File: config.mk
export PLATFORM = sky130hd
export DESIGN_NAME = cart_map_gen
export DESIGN_NICKNAME = d
export VERILOG_FILES = /design/src/rtl/cart_map_gen.sv
export SDC_FILE = /design/constraint.sdc
export NUM_CORES = 1
export LEC_CHECK = 0
export CORE_ASPECT_RATIO = 0.6
export CORE_MARGIN = 1
export CORE_UTILIZATION = 50
export CTS_BUF_LIST = sky130_fd_sc_hd__clkbuf_16
export CTS_CLUSTER_SIZE = 16
export DETAILED_ROUTE_END_ITERATION = 7
export MAX_ROUTING_LAYER = met4
export PLACE_DENSITY = 0.88
export SETUP_SLACK_MARGIN = 0.4
export SLEW_MARGIN = 0
export SYNTH_ARGS = -nofsm -noshare
export SYNTH_HDL_FRONTEND = slang
export SYNTH_SLANG_ARGS = --single-unit
File: constraint.sdc
create_clock -name CLK -period 26 [get_ports CLK]
set_clock_uncertainty 0.15 [all_clocks]
set_input_delay 2.6 -clock CLK [delete_from_list [all_inputs] [get_ports CLK]]
set_output_delay 2.6 -clock CLK [all_outputs]
set_load 0.01 [all_outputs]
File: src/rtl/cart_map_gen.sv
// cart_map_gen
//   Cart address mapper with runtime-programmable coprocessor windows, a
//   ROM fetch sequencer with a one-line read cache, and an ack watchdog.
//
//   State   | meaning
//   IDLE    | no ROM fetch outstanding; may issue a miss or a queued reissue
//   FETCH   | ROM_REQ held, waiting for ROM_ACK
//   PEND    | as FETCH, with one further line address queued for reissue
//
// Ports
//   CLK, RST                 clock, async active-high reset
//   CA, DI, DO               CPU address, write data, registered read data
//   CPURD_N, CPUWR_N         CPU strobes (not needed for the decode)
//   ROMSEL_N                 CPU ROM select
//   SYSCLKF_CE, SYSCLKR_CE   bus-cycle start / data strobes
//   MAP_CTRL, ROM_MASK,      map mode and address masks
//   BSRAM_MASK
//   CFG_*                    coprocessor window write port
//   SLOT_CS, SLOT_DO         coprocessor selects and read data
//   ROM_*                    ROM fetch handshake
//   BSRAM_*                  BSRAM address, enable, data
//   ROM_ERR                  sticky ROM-timeout flag
module cart_map_gen #(
  parameter int NSLOT   = 4,
  parameter int ROM_DW  = 16,
  parameter int TIMEOUT = 64
) (
  input  logic               CLK,
  input  logic               RST,
  input  logic [23:0]        CA,
  input  logic [7:0]         DI,
  output logic [7:0]         DO,
  input  logic               CPURD_N,
  input  logic               CPUWR_N,
  input  logic               ROMSEL_N,
  input  logic               SYSCLKF_CE,
  input  logic               SYSCLKR_CE,
  input  logic [7:0]         MAP_CTRL,
  input  logic [23:0]        ROM_MASK,
  input  logic [23:0]        BSRAM_MASK,
  input  logic               CFG_WE,
  input  logic [2:0]         CFG_IDX,
  input  logic [23:0]        CFG_BASE,
  input  logic [23:0]        CFG_AMSK,
  input  logic               CFG_EN,
  output logic [NSLOT-1:0]   SLOT_CS,
  input  logic [8*NSLOT-1:0] SLOT_DO,
  output logic               ROM_REQ,
  output logic [23:0]        ROM_ADDR,
  input  logic               ROM_ACK,
  input  logic [ROM_DW-1:0]  ROM_Q,
  output logic [19:0]        BSRAM_ADDR,
  output logic               BSRAM_CE_N,
  output logic [7:0]         BSRAM_D,
  input  logic [7:0]         BSRAM_Q,
  output logic               ROM_ERR
);

  localparam int                NB         = ROM_DW / 8;
  localparam int                TMR_W      = $clog2(TIMEOUT);
  localparam logic [TMR_W-1:0]  TMR_LOAD   = TMR_W'(TIMEOUT - 1);
  localparam logic [23:0]       OFS_MASK   = 24'(NB - 1);
  localparam logic [23:0]       ALIGN_MASK = ~OFS_MASK;

  typedef enum logic [1:0] {IDLE, FETCH, PEND} state_t;

  state_t             state;
  logic [23:0]        win_base [NSLOT];
  logic [23:0]        win_amsk [NSLOT];
  logic [NSLOT-1:0]   win_en;
  logic [NSLOT-1:0]   slot_cs;
  logic               slot_any;
  logic [7:0]         slot_dat;
  logic               bsram_hit;
  logic [19:0]        bsram_raw;
  logic               bsram_win;
  logic               rom_win;
  logic [23:0]        cart_addr;
  logic [23:0]        rom_byte_addr;
  logic [23:0]        line_addr;
  logic [23:0]        byte_ofs;
  logic [ROM_DW-1:0]  cache_data;
  logic [ROM_DW-1:0]  cache_shift;
  logic [23:0]        cache_tag;
  logic               cache_vld;
  logic               cache_hit;
  logic [23:0]        pend_addr;
  logic               reissue;
  logic [TMR_W-1:0]   tmr;
  logic [7:0]         map_q;
  logic [23:0]        mask_q;
  logic [7:0]         openbus;
  logic               unused_ok;

  assign unused_ok = ^{CPURD_N, CPUWR_N, BSRAM_MASK[23:20]};

  always_ff @(posedge CLK or posedge RST) begin
    if (RST) begin
      for (int i = 0; i < NSLOT; i++) begin
        win_base[i] <= '0;
        win_amsk[i] <= '0;
      end
      win_en <= '0;
    end else if (CFG_WE) begin
      for (int i = 0; i < NSLOT; i++) begin
        if (CFG_IDX == 3'(i)) begin
          win_base[i] <= CFG_BASE;
          win_amsk[i] <= CFG_AMSK;
          win_en[i]   <= CFG_EN;
        end
      end
    end
  end

  // Lowest-numbered matching window wins.
  always_comb begin
    slot_cs  = '0;
    slot_any = 1'b0;
    slot_dat = 8'h00;
    for (int i = 0; i < NSLOT; i++) begin
      if (!slot_any && win_en[i] && ((CA ^ win_base[i]) & win_amsk[i]) == 24'h0) begin
        slot_cs[i] = 1'b1;
        slot_any   = 1'b1;
        slot_dat   = SLOT_DO[8*i +: 8];
      end
    end
  end

  // LoROM SRAM lives in banks 70-7D/F0-FF below 8000; Hi/ExHiROM at 6000-7FFF
  // of banks 20-3F/A0-BF.
  always_comb begin
    bsram_hit = 1'b0;
    bsram_raw = '0;
    cart_addr = '0;
    case (MAP_CTRL[1:0])
      2'd0: begin
        bsram_hit = (CA[22:20] == 3'b111) && !CA[15] && (CA[23] || CA[19:17] != 3'b111);
        bsram_raw = {1'b0, CA[19:16], CA[14:0]};
        cart_addr = {1'b0, ~CA[23], CA[22:16], CA[14:0]};
      end
      2'd2: begin
        bsram_hit = !CA[22] && CA[21] && (CA[15:13] == 3'b011);
        bsram_raw = {2'b00, CA[20:16], CA[12:0]};
        cart_addr = {1'b0, ~CA[23], CA[21:0]};
      end
      default: begin
        bsram_hit = !CA[22] && CA[21] && (CA[15:13] == 3'b011);
        bsram_raw = {2'b00, CA[20:16], CA[12:0]};
        cart_addr = {2'b00, CA[21:0]};
      end
    endcase
  end

  assign bsram_win     = bsram_hit && !slot_any;
  assign rom_win       = !slot_any && !bsram_hit && !ROMSEL_N;
  assign SLOT_CS       = slot_cs;
  assign BSRAM_CE_N    = !bsram_win;
  assign BSRAM_ADDR    = bsram_raw & BSRAM_MASK[19:0];
  assign BSRAM_D       = DI;

  assign rom_byte_addr = cart_addr & ROM_MASK;
  assign line_addr     = rom_byte_addr & ALIGN_MASK;
  assign byte_ofs      = rom_byte_addr & OFS_MASK;
  assign cache_shift   = cache_data >> {byte_ofs, 3'b000};
  assign cache_hit     = cache_vld && (cache_tag == line_addr);

  always_ff @(posedge CLK or posedge RST) begin
    if (RST) begin
      state      <= IDLE;
      ROM_REQ    <= 1'b0;
      ROM_ADDR   <= '0;
      ROM_ERR    <= 1'b0;
      tmr        <= '0;
      cache_vld  <= 1'b0;
      cache_tag  <= '0;
      cache_data <= '0;
      pend_addr  <= '0;
      reissue    <= 1'b0;
      map_q      <= '0;
      mask_q     <= '0;
    end else begin
      map_q  <= MAP_CTRL;
      mask_q <= ROM_MASK;
      case (state)
        IDLE: begin
          if (reissue) begin
            reissue  <= 1'b0;
            ROM_REQ  <= 1'b1;
            ROM_ADDR <= pend_addr;
            tmr      <= TMR_LOAD;
            state    <= FETCH;
          end else if (SYSCLKF_CE && rom_win && !cache_hit) begin
            ROM_REQ  <= 1'b1;
            ROM_ADDR <= line_addr;
            tmr      <= TMR_LOAD;
            state    <= FETCH;
          end
        end
        FETCH, PEND: begin
          if (ROM_ACK) begin
            cache_data <= ROM_Q;
            cache_tag  <= ROM_ADDR;
            cache_vld  <= 1'b1;
            ROM_REQ    <= 1'b0;
            reissue    <= (state == PEND);
            state      <= IDLE;
          end else if (tmr == '0) begin
            ROM_REQ   <= 1'b0;
            cache_vld <= 1'b0;
            ROM_ERR   <= 1'b1;
            state     <= IDLE;
          end else begin
            tmr <= tmr - 1'b1;
            if (SYSCLKF_CE && rom_win && line_addr != ROM_ADDR) begin
              pend_addr <= line_addr;
              state     <= PEND;
            end
          end
        end
        default: state <= IDLE;
      endcase
      // A mapping change wins over a same-cycle fill.
      if (map_q != MAP_CTRL || mask_q != ROM_MASK)
        cache_vld <= 1'b0;
    end
  end

  // A ROM read that is still outstanding (or missed) returns open bus.
  always_ff @(posedge CLK or posedge RST) begin
    if (RST) begin
      DO      <= 8'hFF;
      openbus <= 8'hFF;
    end else if (SYSCLKR_CE) begin
      openbus <= DI;
      if (slot_any)
        DO <= slot_dat;
      else if (bsram_win)
        DO <= BSRAM_Q;
      else if (rom_win && state == IDLE && cache_hit)
        DO <= cache_shift[7:0];
      else
        DO <= openbus;
    end
  end

endmodule

After elaboration in Yosys (flattened, before gate mapping)
Index checks and enable logic that the tools add are counted.
- register bits: 343
- output and inout bits: 67
- $add $sub $neg: 1
- equal/unequal tests: 19
- shifts and indexed selects: 1
- mux-type cells: 40
- bitwise logic cells: 13
- reductions and logical operators: 58
- operators by type and width (operator ; number):
    $and 24x24->24 ; 5
    $logic_not 24->1 ; 4
    $xor 24x24->24 ; 4
    $mux 8 ; 7
    $mux 24 ; 2
    $ne 24x24->1 ; 2
    $pmux 23 s2 ; 1
    $eq 24x24->1 ; 1
    $mux 6 ; 4
    $and 20x20->20 ; 1
    $logic_and 1x1->1 ; 20
    $mux 19 ; 1
    $reduce_and 2->1 ; 9
    $mux 1 ; 16
    $shr 16x4->8 ; 1
    $pmux 6 s2 ; 1
    $logic_not 1->1 ; 10
    $mux 2 ; 5
    $eq 3x2->1 const B ; 3
    $ne 3x3->1 const B ; 3
    $ne 8x8->1 ; 1
    $reduce_and 4->1 ; 2
    $logic_not 6->1 ; 1
    $ne 2x2->1 const B ; 3
    16 further kinds ; 25

Longest topological paths before layout
Gate-level depths: netlist of run 1.
- depth after elaboration: 26
- gate-level depth with buffers: 12
- mapped depth without buffers: 8

Worst setup path before layout of run 1
OpenSTA, ideal clock, no wires.
- kind: input -> output
- from: input CA[23]
- to: output SLOT_CS[1]
- arrival: 4406 ps
- required time: 23250 ps
- path slack: 18844 ps
- stages: 8
- cell sequence: buf_2 > xor2_1 > a22oi_1 > nand4_1 > nor4b_1 > clkbuf_1 > clkbuf_1 > nor2b_1
- cells in the longest elaborated chain, start to end: 9
- elaborated cells between the ends (all ways): 12
- classes of those cells: mux (2); bitwise (4); reduce/logical (6)
- ends and longest elaborated chain (item ; line ; RTL):
    from (decl) ; 30 ; input logic [23:0] CA,
    $xor 24x24->24 ; 121 ; if (!slot_any && win_en[i] && ((CA ^ win_base[i]) & win_amsk[i]) == 24'h0) begin
    $and 24x24->24 ; 121 ;
    $logic_not 24->1 ; 121 ;
    $logic_and 1x1->1 ; 121 ;
    $mux 1 ; 121 ;
    $logic_not 1->1 ; 121 ;
    $logic_and 1x1->1 ; 121 ;
    $logic_and 1x1->1 * ; 121 ;
    $mux 1 * ; 121 ;
    to (decl) ; 46 ; output logic [NSLOT-1:0] SLOT_CS,
Mark *: on every way between the ends. The rest lies on a longest branch, timed or not.

Final worst setup path of run 1
- from: input CA[22]
- to: output BSRAM_CE_N
- cells in the longest elaborated chain, start to end: 20
- elaborated cells between the ends (all ways): 36
- classes of those cells: eq/ne (1); mux (5); bitwise (8); reduce/logical (22)
- ends and longest elaborated chain (item ; line ; RTL):
    $xor 24x24->24 ; 121 ;
    $and 24x24->24 ; 121 ;
    $logic_not 24->1 ; 121 ;
    $logic_and 1x1->1 ; 121 ;
    $mux 1 ; 121 ;
    $logic_not 1->1 ; 121 ;
    $logic_and 1x1->1 (2 in series) ; 121 ;
    $mux 1 ; 121 ;
    $logic_not 1->1 ; 121 ;
    $logic_and 1x1->1 (2 in series) ; 121 ;
    $mux 1 ; 121 ;
    $logic_not 1->1 ; 121 ;
    $logic_and 1x1->1 (2 in series) ; 121 ;
    $mux 1 ; 121 ;
    $logic_not 1->1 ; 154 ; assign bsram_win = bsram_hit && !slot_any;
    $logic_and 1x1->1 * ; 154 ;
    $logic_not 1->1 * ; 157 ; assign BSRAM_CE_N = !bsram_win;
    to (decl) ; 53 ; output logic BSRAM_CE_N,
Marked as above.

==> results.cfg, run 1 <==
[status]
outcome = finished clean

[power_and_ir_drop]
worst_ir_drop_vdd_uv = 57.6
static-leakage-power_uw = 0.00862
cellPowerDensity_nw_per_um2 = 89.3

[min_path]
timing.hold.worst.class = flop to flop
min-delay-start = pend_addr[4]$_DFFE_PP0P_

[placement]
place_ws_ps = 17040
dp_hpwl_um = 40300
globalplace.congestion = 1.01
placed_area_um2 = 19500
placement.io_buffers = 261

[route]
remaining_drc_errors = 0
drt-initial-drc-count = 1387
detailroute.via_count = 12700
wl_um = 53800
drtPass1Iterations = 6
via_per_inst = 6.22
routedWlPerCell_um = 26.3
antenna_left = 0

[grt]
global_route_wire_length_before_repair_um = 78900
overflow = 0
via_count_of_the_first_global_routing_pass = 12200
grt_start_max_net_pins = 123
grt_antenna_before_repair = 2
gr-usage-all-layers_pct = 32.8

[critical_path]
worst_setup_path_end_kind = output port
category_of_the_worst_setup_path_launch_point = input pin
path_class = input pin to output port
worstPathArrival_ps = 6350
timing.critical_path.required_ps = 23250
ff2ff_setup_slack_ps = 22020
worstPathMaxFanout = 16
cp-startpoint = CA[22]
timing.rr.start = win_base[94]$_DFFE_PP0P_

[yosys]
syn-cell-area_um2 = 16500
synth-main-ff-cell = sky130_fd_sc_hd__dfrtp_1
synthCells = 1370
synth.ff_latch_count = 338
postSynthAreaPerCell_um2 = 12.1
synth_area_leaders = sky130_fd_sc_hd__dfrtp_1, sky130_fd_sc_hd__mux2_2, sky130_fd_sc_hd__xor2_1
synth-seq-area-share_pct = 51.3
ys_top_cells_by_count = sky130_fd_sc_hd__dfrtp_1, sky130_fd_sc_hd__mux2_2, sky130_fd_sc_hd__xor2_1, sky130_fd_sc_hd__a22oi_1, sky130_fd_sc_hd__nand2_1
yosysUniqueCellTypes = 67
synth-edff-count = 0
synth_top_area_cell = sky130_fd_sc_hd__dfrtp_1
yosys.cell_count.top_type = sky130_fd_sc_hd__dfrtp_1
synth_top_area_share_pct = 48.7
postSynth.asyncResetShare_pct = 100
synth.yosys.warnings = 0

[final_layout]
layout_cell_share_with_drive_strength_beyond_1_pct = 22.0
synthToLayoutAreaGrowth_pct = 23.9
design.final.nets = 1803
postLayoutCellArea_um2 = 20500

[floorplan]
design.portCount = 272
die_h_um = 143
dieWidth_um = 237
die_area_um2 = 33800
initial_utilization_pct = 50.9
floorplan.core_area_um2 = 32500
row_count = 51

[timing]
timing.fmax_mhz = 110
tns_ps = 0
finalCriticalPeriod_ps = 9100
rsz0062_at_grt = false
fin_hold_ws_ps = 335
worstMarginPinSlew_ps = 1100
final-max-slew-violation-count = 0
worst_slew_margin_rel_pct = 26.4
hold_viol = 0
layout_setup_ws_ps = 16900
finalCritPeriodShare_pct = 35.0
setup_violations = 0

[cts]
cts_buffers = 31
clock-root-buffer = sky130_fd_sc_hd__clkbuf_16
worst_skew_pair.late_latency_ps = 580
clock_sinks = 338
post-cts-setup-buffers = 0
post_cts.resized_instances = 0
tritoncts = built
cts.hold.buffers_added = 0
htree_levels = 1
clock_path_buffers = 3
clock_pin_slew_on_the_worst_setup_and_hold_paths_ps = 70

[job]
max-cap-violations = 0
[cell usage in the layout (no fill, tap or decap), types with 16 or more instances in the layout]
cell / netlist / layout
sky130_fd_sc_hd__dfrtp_1: 322 / 322
sky130_fd_sc_hd__clkdlybuf4s50_1: 0 / 261
sky130_fd_sc_hd__mux2_2: 254 / 254
sky130_fd_sc_hd__xor2_1: 137 / 137
sky130_fd_sc_hd__a22oi_1: 76 / 76
sky130_fd_sc_hd__nand2_1: 68 / 67
sky130_fd_sc_hd__a21oi_1: 37 / 36
sky130_fd_sc_hd__o21ai_0: 34 / 34
sky130_fd_sc_hd__nand4_1: 33 / 33
sky130_fd_sc_hd__clkbuf_16: 0 / 31
sky130_fd_sc_hd__o22ai_1: 29 / 29
sky130_fd_sc_hd__inv_1: 25 / 28
sky130_fd_sc_hd__xnor2_1: 24 / 24
sky130_fd_sc_hd__and2_1: 23 / 23
sky130_fd_sc_hd__a2bb2oi_1: 22 / 22
sky130_fd_sc_hd__nor4_1: 18 / 17
sky130_fd_sc_hd__dfstp_2: 16 / 16
sky130_fd_sc_hd__buf_4: 12 / 16
[sequential cells by signal (all words and copies together), names as in the netlist, 8 cells and up]
| signal | cells |
|---|---|
| win_base | 96 |
| win_amsk | 96 |
| DO | 8 |
| cache_tag | 22 |
| cache_data | 16 |
| map_q | 8 |
| ROM_ADDR | 22 |
| pend_addr | 22 |
| openbus | 8 |
| mask_q | 24 |
[where the power goes]
| group | switching [µW] | leakage, µW | total [µW] | internal (µW) |
|---|---|---|---|---|
| Sequential | 122 | 0.00400 | 791 | 669 |
| Clock | 204 | 0.000509 | 469 | 265 |
| Combinational | 290 | 0.00411 | 569 | 279 |
| Total | 617 | 0.00862 | 1830 | 1210 |
[critical path, stage by stage]
cell and delay (ps):
sky130_fd_sc_hd__clkdlybuf4s50_1 770, sky130_fd_sc_hd__xor2_1 220, sky130_fd_sc_hd__a22oi_1 390, sky130_fd_sc_hd__nand4_1 300, sky130_fd_sc_hd__nor4b_4 1030, sky130_fd_sc_hd__nor4_2 140
sky130_fd_sc_hd__buf_4 260, sky130_fd_sc_hd__nand2_1 90, sky130_fd_sc_hd__clkdlybuf4s50_1 540
[metal layers]
layer / share of wire [%] / routed length (µm) / vias up / GRT usage [%]
met5: 0 / 0 / - / -
met4: 1.8 / 947 / 0 / 5.64
met3: 14 / 7310 / 68 / 12.4
met2: 40 / 21400 / 733 / 42.5
met1: 45 / 24100 / 6461 / 48.4
li1: - / - / 5444 / -
[final cells by class]
cell class | count | area (µm²)
Fill cell | 2447 | 12000
Sequential cell | 338 | 8480
Multi-Input combinational cell | 920 | 7630
Timing Repair Buffer | 277 | 2730
Clock buffer | 31 | 776
Tap cell | 424 | 531
Clock inverter | 24 | 240
Inverter | 25 | 101
Antenna cell | 3 | 7.51
[per-stage QoR]
stage                     util, %  power (µW)  std cells
final                        63.1        1830       2042
after global routing         63.1        1910       2041
after CTS                    63.1        1820       2039
after detailed placement     59.9        1350       1984
after global placement       59.9        1320       1984
after floorplan                 -        1100       1372
[path summary, 6_finish.rpt]
path                                            end  depth (start not counted)
hold / removal             pend_addr[4]$_DFFE_PP0P_                          2
setup reg to reg           ROM_ADDR[16]$_DFFE_PP0P_                         11
setup / recovery                         BSRAM_CE_N                          9
max in group asynchronous  win_amsk[85]$_DFFE_PP0P_                          4
hold reg to reg            pend_addr[4]$_DFFE_PP0P_                          2
min in group asynchronous  win_amsk[57]$_DFFE_PP0P_                          2
[logic make-up after synthesis]
family,Yosys count,share of synthesized area [%]
adder cells (fa/ha/maj),5,0.378
XOR/XNOR,161,8.53
AO/OA/AOI/OAI,261,11.1
other,1,0.0227
flip-flops,338,51.3
AND/OR/NAND/NOR,232,8.12
buffers and inverters,114,3.09
multiplexers,258,17.5
Power figures use the tool's default switching activity.
==> inputs of run 2 (changes only) <==
clock period = 8.8 ns   (was 26 ns; I/O delays follow)
==> run 2 against run 1 <==
  * Sequential power grew to 2.9 times the previous value
  * Non-clock buffer count is the same
  * Via count grew 1.0%
  * Critical path type unchanged
  * Global-route usage shrank 0.29 points
==> results.cfg, run 2 (synthesized netlist as in run 1, its figures left out) <==
[floorplan]
row_count = 51
initial_utilization_pct = 50.9
floorplan.core_area_um2 = 32500
die_area_um2 = 33800
dieWidth_um = 237
die_h_um = 143
design.portCount = 272

[min_path]
min_path_cells = 2
timing.hold.worst.class = flop to flop
min-delay-start = pend_addr[15]$_DFFE_PP0P_
holdPathEnd = pend_addr[15]$_DFFE_PP0P_

[route]
drtPass1Iterations = 7
detailroute.via_count = 12800
remaining_drc_errors = 0
via_per_inst = 6.27
antenna_left = 0
drt-initial-drc-count = 1789
routedWlPerCell_um = 26.2
wl_um = 53600

[cts]
clock_sinks = 338
clock_path_buffers = 3
worst_skew_pair.late_latency_ps = 540
clock_pin_slew_on_the_worst_setup_and_hold_paths_ps = 70
cts_buffers = 34
clock-root-buffer = sky130_fd_sc_hd__clkbuf_16
post-cts-setup-buffers = 0
tritoncts = built
htree_levels = 2
post_cts.resized_instances = 0
cts.hold.buffers_added = 0

[placement]
placement.io_buffers = 261
dp_hpwl_um = 39800
globalplace.congestion = 1.00

[timing]
worst_slew_margin_rel_pct = 26.2
finalCritPeriodShare_pct = 63.3
final-max-slew-violation-count = 0
tns_ps = 0
rsz0062_at_grt = false
finalCriticalPeriod_ps = 5570
fin_hold_ws_ps = 337
timing.fmax_mhz = 179
setup_violations = 0
hold_viol = 0
worstMarginPinSlew_ps = 1100

[grt]
gr-usage-all-layers_pct = 32.5
grt_antenna_before_repair = 3
grt_start_max_net_pins = 181
via_count_of_the_first_global_routing_pass = 12400
overflow = 0
global_route_wire_length_before_repair_um = 78200

[power_and_ir_drop]
cellPowerDensity_nw_per_um2 = 265
static-leakage-power_uw = 0.00865
worst_ir_drop_vdd_uv = 139

[job]
max-cap-violations = 0

[critical_path]
path_class = input pin to output port
ff2ff_setup_slack_ps = 4960
worstPathArrival_ps = 4540
category_of_the_worst_setup_path_launch_point = input pin
timing.critical_path.required_ps = 7770
critical_path.reg2reg.endpoint = ROM_ADDR[8]$_DFFE_PP0P_
worst_setup_path_end_kind = output port
worstPathMaxFanout = 9
depth_of_the_worst_register_to_register_path = 11
timing.rr.start = win_base[94]$_DFFE_PP0P_

[final_layout]
commonest_cells_after_routing_fill_and_taps_aside = sky130_fd_sc_hd__dfrtp_1, sky130_fd_sc_hd__clkdlybuf4s50_1, sky130_fd_sc_hd__mux2_2, sky130_fd_sc_hd__xor2_1, sky130_fd_sc_hd__a22oi_1
synthToLayoutAreaGrowth_pct = 24.4
commonest_non_fill_non_tap_cell_in_the_layout = sky130_fd_sc_hd__dfrtp_1
layout_cell_share_with_drive_strength_beyond_1_pct = 22.2
reg_top3 = win_amsk x96, win_base x96, mask_q x24
design.final.nets = 1806

[status]
outcome = finished clean
## run 2: cell types whose count changed in the layout (fill, tap and decap cells not counted), sizes merged
cell and delta:
clkinvlp +2, clkbuf +6, inv -2, bufinv -3, clkinv +2
## run 2: report_power, final
group          internal [µW]  total, µW  leakage (µW)  switching (µW)
sequential              1980       2330       0.00400             352
combinational            824       1680       0.00410             853
clock                    816       1450      0.000538             632
## run 2: cell type report
class                   count  area, µm²
fillers                  2479      11900
repair buffers            277       2750
flip-flops and latches    338       8480
multi-input cells         920       7630
clock buffers              37        926
clock inverters            23        158
well taps                 424        531
inverters                  25       97.6
diodes                      3       7.51
## run 2: worst max-delay path by stage
stage,from,endpoint
global placement,CA[23],BSRAM_CE_N
global route,CA[23],BSRAM_CE_N
CTS,CA[23],BSRAM_CE_N
finish,CA[12],SLOT_CS[3]
floorplan,RST,ROM_ADDR[10]$_DFFE_PP0P_
detailed placement,CA[23],BSRAM_CE_N
## run 2: per-stage QoR
stage                     cells  setup slack [ps]  util [%]  total power [µW]  instance area (µm²)
after floorplan            1372              3260         -              3260                16500
after global placement     1984              3400      60.0              3880                19500
after detailed placement   1984              3380      60.0              3960                19500
after CTS                  2044              3340      63.3              5410                20600
after global routing       2047              3190      63.3              5670                20600
final                      2047              3230      63.3              5450                20600
## run 2: critical path, cell delays in order
cell and delay (ps):
sky130_fd_sc_hd__clkdlybuf4s50_1 840, sky130_fd_sc_hd__xor2_1 350, sky130_fd_sc_hd__a222oi_1 920, sky130_fd_sc_hd__nor4b_1 340, sky130_fd_sc_hd__buf_4 220, sky130_fd_sc_hd__nand2b_1 220
sky130_fd_sc_hd__nor3_1 200, sky130_fd_sc_hd__clkdlybuf4s50_1 560
## run 2: per-layer routing
layer	wire, µm	up-vias	GRT usage [%]	share of wire (%)
li1	-	5445	-	-
met1	24400	6559	48.9	45
met2	21800	745	42.4	41
met3	6520	85	9.41	12
met4	975	0	7.62	1.8
met5	0	-	-	0
==> inputs of run 3 (changes only) <==
CORE_UTILIZATION = 49   (was 50)
PLACE_DENSITY = 0.89   (was 0.88)
clock period = 5.1 ns   (was 8.8 ns; I/O delays follow)
==> run 3 against run 2 <==
  * Register-to-register slack got worse by 3500 ps
  * Design area is the same
  * Hold slack worse by 64 ps
  * Critical path depth rose by 1
  * Flip-flop and latch count is the same
  * Final cell count grew 1.8%
  * Clock power up 57%
  * Critical endpoint is now BSRAM_CE_N
==> results.cfg, run 3 (synthesized netlist as in run 1, its figures left out) <==
[status]
outcome = finished clean

[critical_path]
worstPathMaxFanout = 20
cp_cell_sequence = clkdlybuf4s50_1, xor2_1, a22oi_1, nand4_1, nor4b_2, buf_4, nor4_2, nand2_1, clkdlybuf4s50_1
timing.critical_path.required_ps = 4440
worst_setup_path_end_kind = output port
cp-startpoint = CA[11]
cp_slowest_cell = sky130_fd_sc_hd__clkdlybuf4s50_1
path_class = input pin to output port
timing.critical_path.slowest_cell_delay_ps = 850
critical_path.reg2reg.endpoint = ROM_ADDR[19]$_DFFE_PP0P_
category_of_the_worst_setup_path_launch_point = input pin
cp.depth = 9
timing.critical_path.buf_inv = 3
ff2ff_setup_slack_ps = 1460
critPathMostFrequentCell = sky130_fd_sc_hd__clkdlybuf4s50_1
timing.rr.start = win_base[67]$_DFFE_PP0P_
depth_of_the_worst_register_to_register_path = 11
worstPathArrival_ps = 3820
crit_family = buffers and inverters

[timing]
worstMarginPinSlew_ps = 1090
rsz0062_at_grt = false
hold_viol = 0
finalCritPeriodShare_pct = 87.8
worst_slew_margin_rel_pct = 27.2
timing.fmax_mhz = 223
finalCriticalPeriod_ps = 4480
setup_violations = 0
final-max-slew-violation-count = 0

[route]
wl_um = 55100
via_per_inst = 6.16
detailroute.via_count = 12800
remaining_drc_errors = 0
antenna_left = 0
drt-initial-drc-count = 1523
drtPass1Iterations = 6
routedWlPerCell_um = 26.4

[cts]
post_cts.resized_instances = 0
clock_path_buffers = 3
tritoncts = built
clock_pin_slew_on_the_worst_setup_and_hold_paths_ps = 70
worst_skew_pair.late_latency_ps = 590
clock-root-buffer = sky130_fd_sc_hd__clkbuf_16
cts_buffers = 31
htree_levels = 1
post-cts-setup-buffers = 0
cts.hold.buffers_added = 0
clock_sinks = 338

[grt]
via_count_of_the_first_global_routing_pass = 12500
overflow = 0
gr-usage-all-layers_pct = 32.9
grt_antenna_before_repair = 5
grt_start_max_net_pins = 178
global_route_wire_length_before_repair_um = 80500

[power_and_ir_drop]
worst_ir_drop_vdd_uv = 312
static-leakage-power_uw = 0.00866
power_uw = 9230
cellPowerDensity_nw_per_um2 = 449

[job]
max-cap-violations = 0

[floorplan]
die_area_um2 = 34500
die_h_um = 144
row_count = 51
design.portCount = 272
initial_utilization_pct = 50.4
floorplan.core_area_um2 = 32800
dieWidth_um = 239

[final_layout]
post-route-util_pct = 62.7
reg_top3 = win_amsk x96, win_base x96, mask_q x24
synthToLayoutAreaGrowth_pct = 24.4
filler_instances = 2568
design.final.nets = 1813
layout_cell_share_with_drive_strength_beyond_1_pct = 22.6
commonest_non_fill_non_tap_cell_in_the_layout = sky130_fd_sc_hd__dfrtp_1
commonest_cells_after_routing_fill_and_taps_aside = sky130_fd_sc_hd__dfrtp_1, sky130_fd_sc_hd__clkdlybuf4s50_1, sky130_fd_sc_hd__mux2_2, sky130_fd_sc_hd__xor2_1, sky130_fd_sc_hd__a22oi_1

[min_path]
min_path_cells = 1
min-delay-start = ROM_MASK[23]
timing.hold.worst.class = input pin to flop
holdPathEnd = mask_q[23]$_DFF_PP0_

[placement]
dp_hpwl_um = 41500
globalplace.congestion = 0.964
placement.io_buffers = 261
[run 3: worst max path at each step]
stage / endpoint / slack, ps
5_1_grt: SLOT_CS[2] / 570
3_5_place_dp: tmr[2]$_DFFE_PP0P_ / 710
4_1_cts: BSRAM_CE_N / 730
2_1_floorplan: ROM_ADDR[10]$_DFFE_PP0P_ / -70
3_3_place_gp: tmr[2]$_DFFE_PP0P_ / 820
6_report: BSRAM_CE_N / 620
[run 3: cell type report]
| type | count | area [µm²] | share of cell area, % |
|---|---|---|---|
| timing repair buffer | 287 | 2830 | 13.8 |
| clock inverter | 26 | 180 | 0.876 |
| clock buffer | 31 | 776 | 3.77 |
| tap | 450 | 563 | 2.74 |
| sequential | 338 | 8480 | 41.2 |
| multi-input combinational | 920 | 7630 | 37.1 |
| antenna | 6 | 15.0 | 0.0730 |
| inverter | 25 | 97.6 | 0.474 |
[run 3: through the flow]
step	setup slack [ps]	cells	instance area, µm²	hold WS (ps)	TNS (ps)
floorplan	-65.5	1372	16500	300	-21090
global placement	820	2020	19600	312	0
detailed placement	708	2020	19600	323	0
CTS	733	2077	20600	254	0
global route	573	2082	20600	259	0
finish	624	2083	20600	273	0
[run 3: routing by layer]
metal | vias to the layer above | track usage, % | wire length [µm] | share of wire (%)
li1 | 5462 | - | - | -
met1 | 6555 | 47.7 | 24300 | 44
met2 | 729 | 42.6 | 22200 | 40
met3 | 85 | 12.9 | 7600 | 14
met4 | 0 | 6.85 | 1010 | 1.8
met5 | - | - | 0 | 0
[run 3: power breakdown]
part           total, µW  leakage [µW]  internal (µW)  switching (µW)
Clock               2270      0.000502           1210            1060
Sequential          4040       0.00400           3410             628
Combinational       2920       0.00416           1430            1490
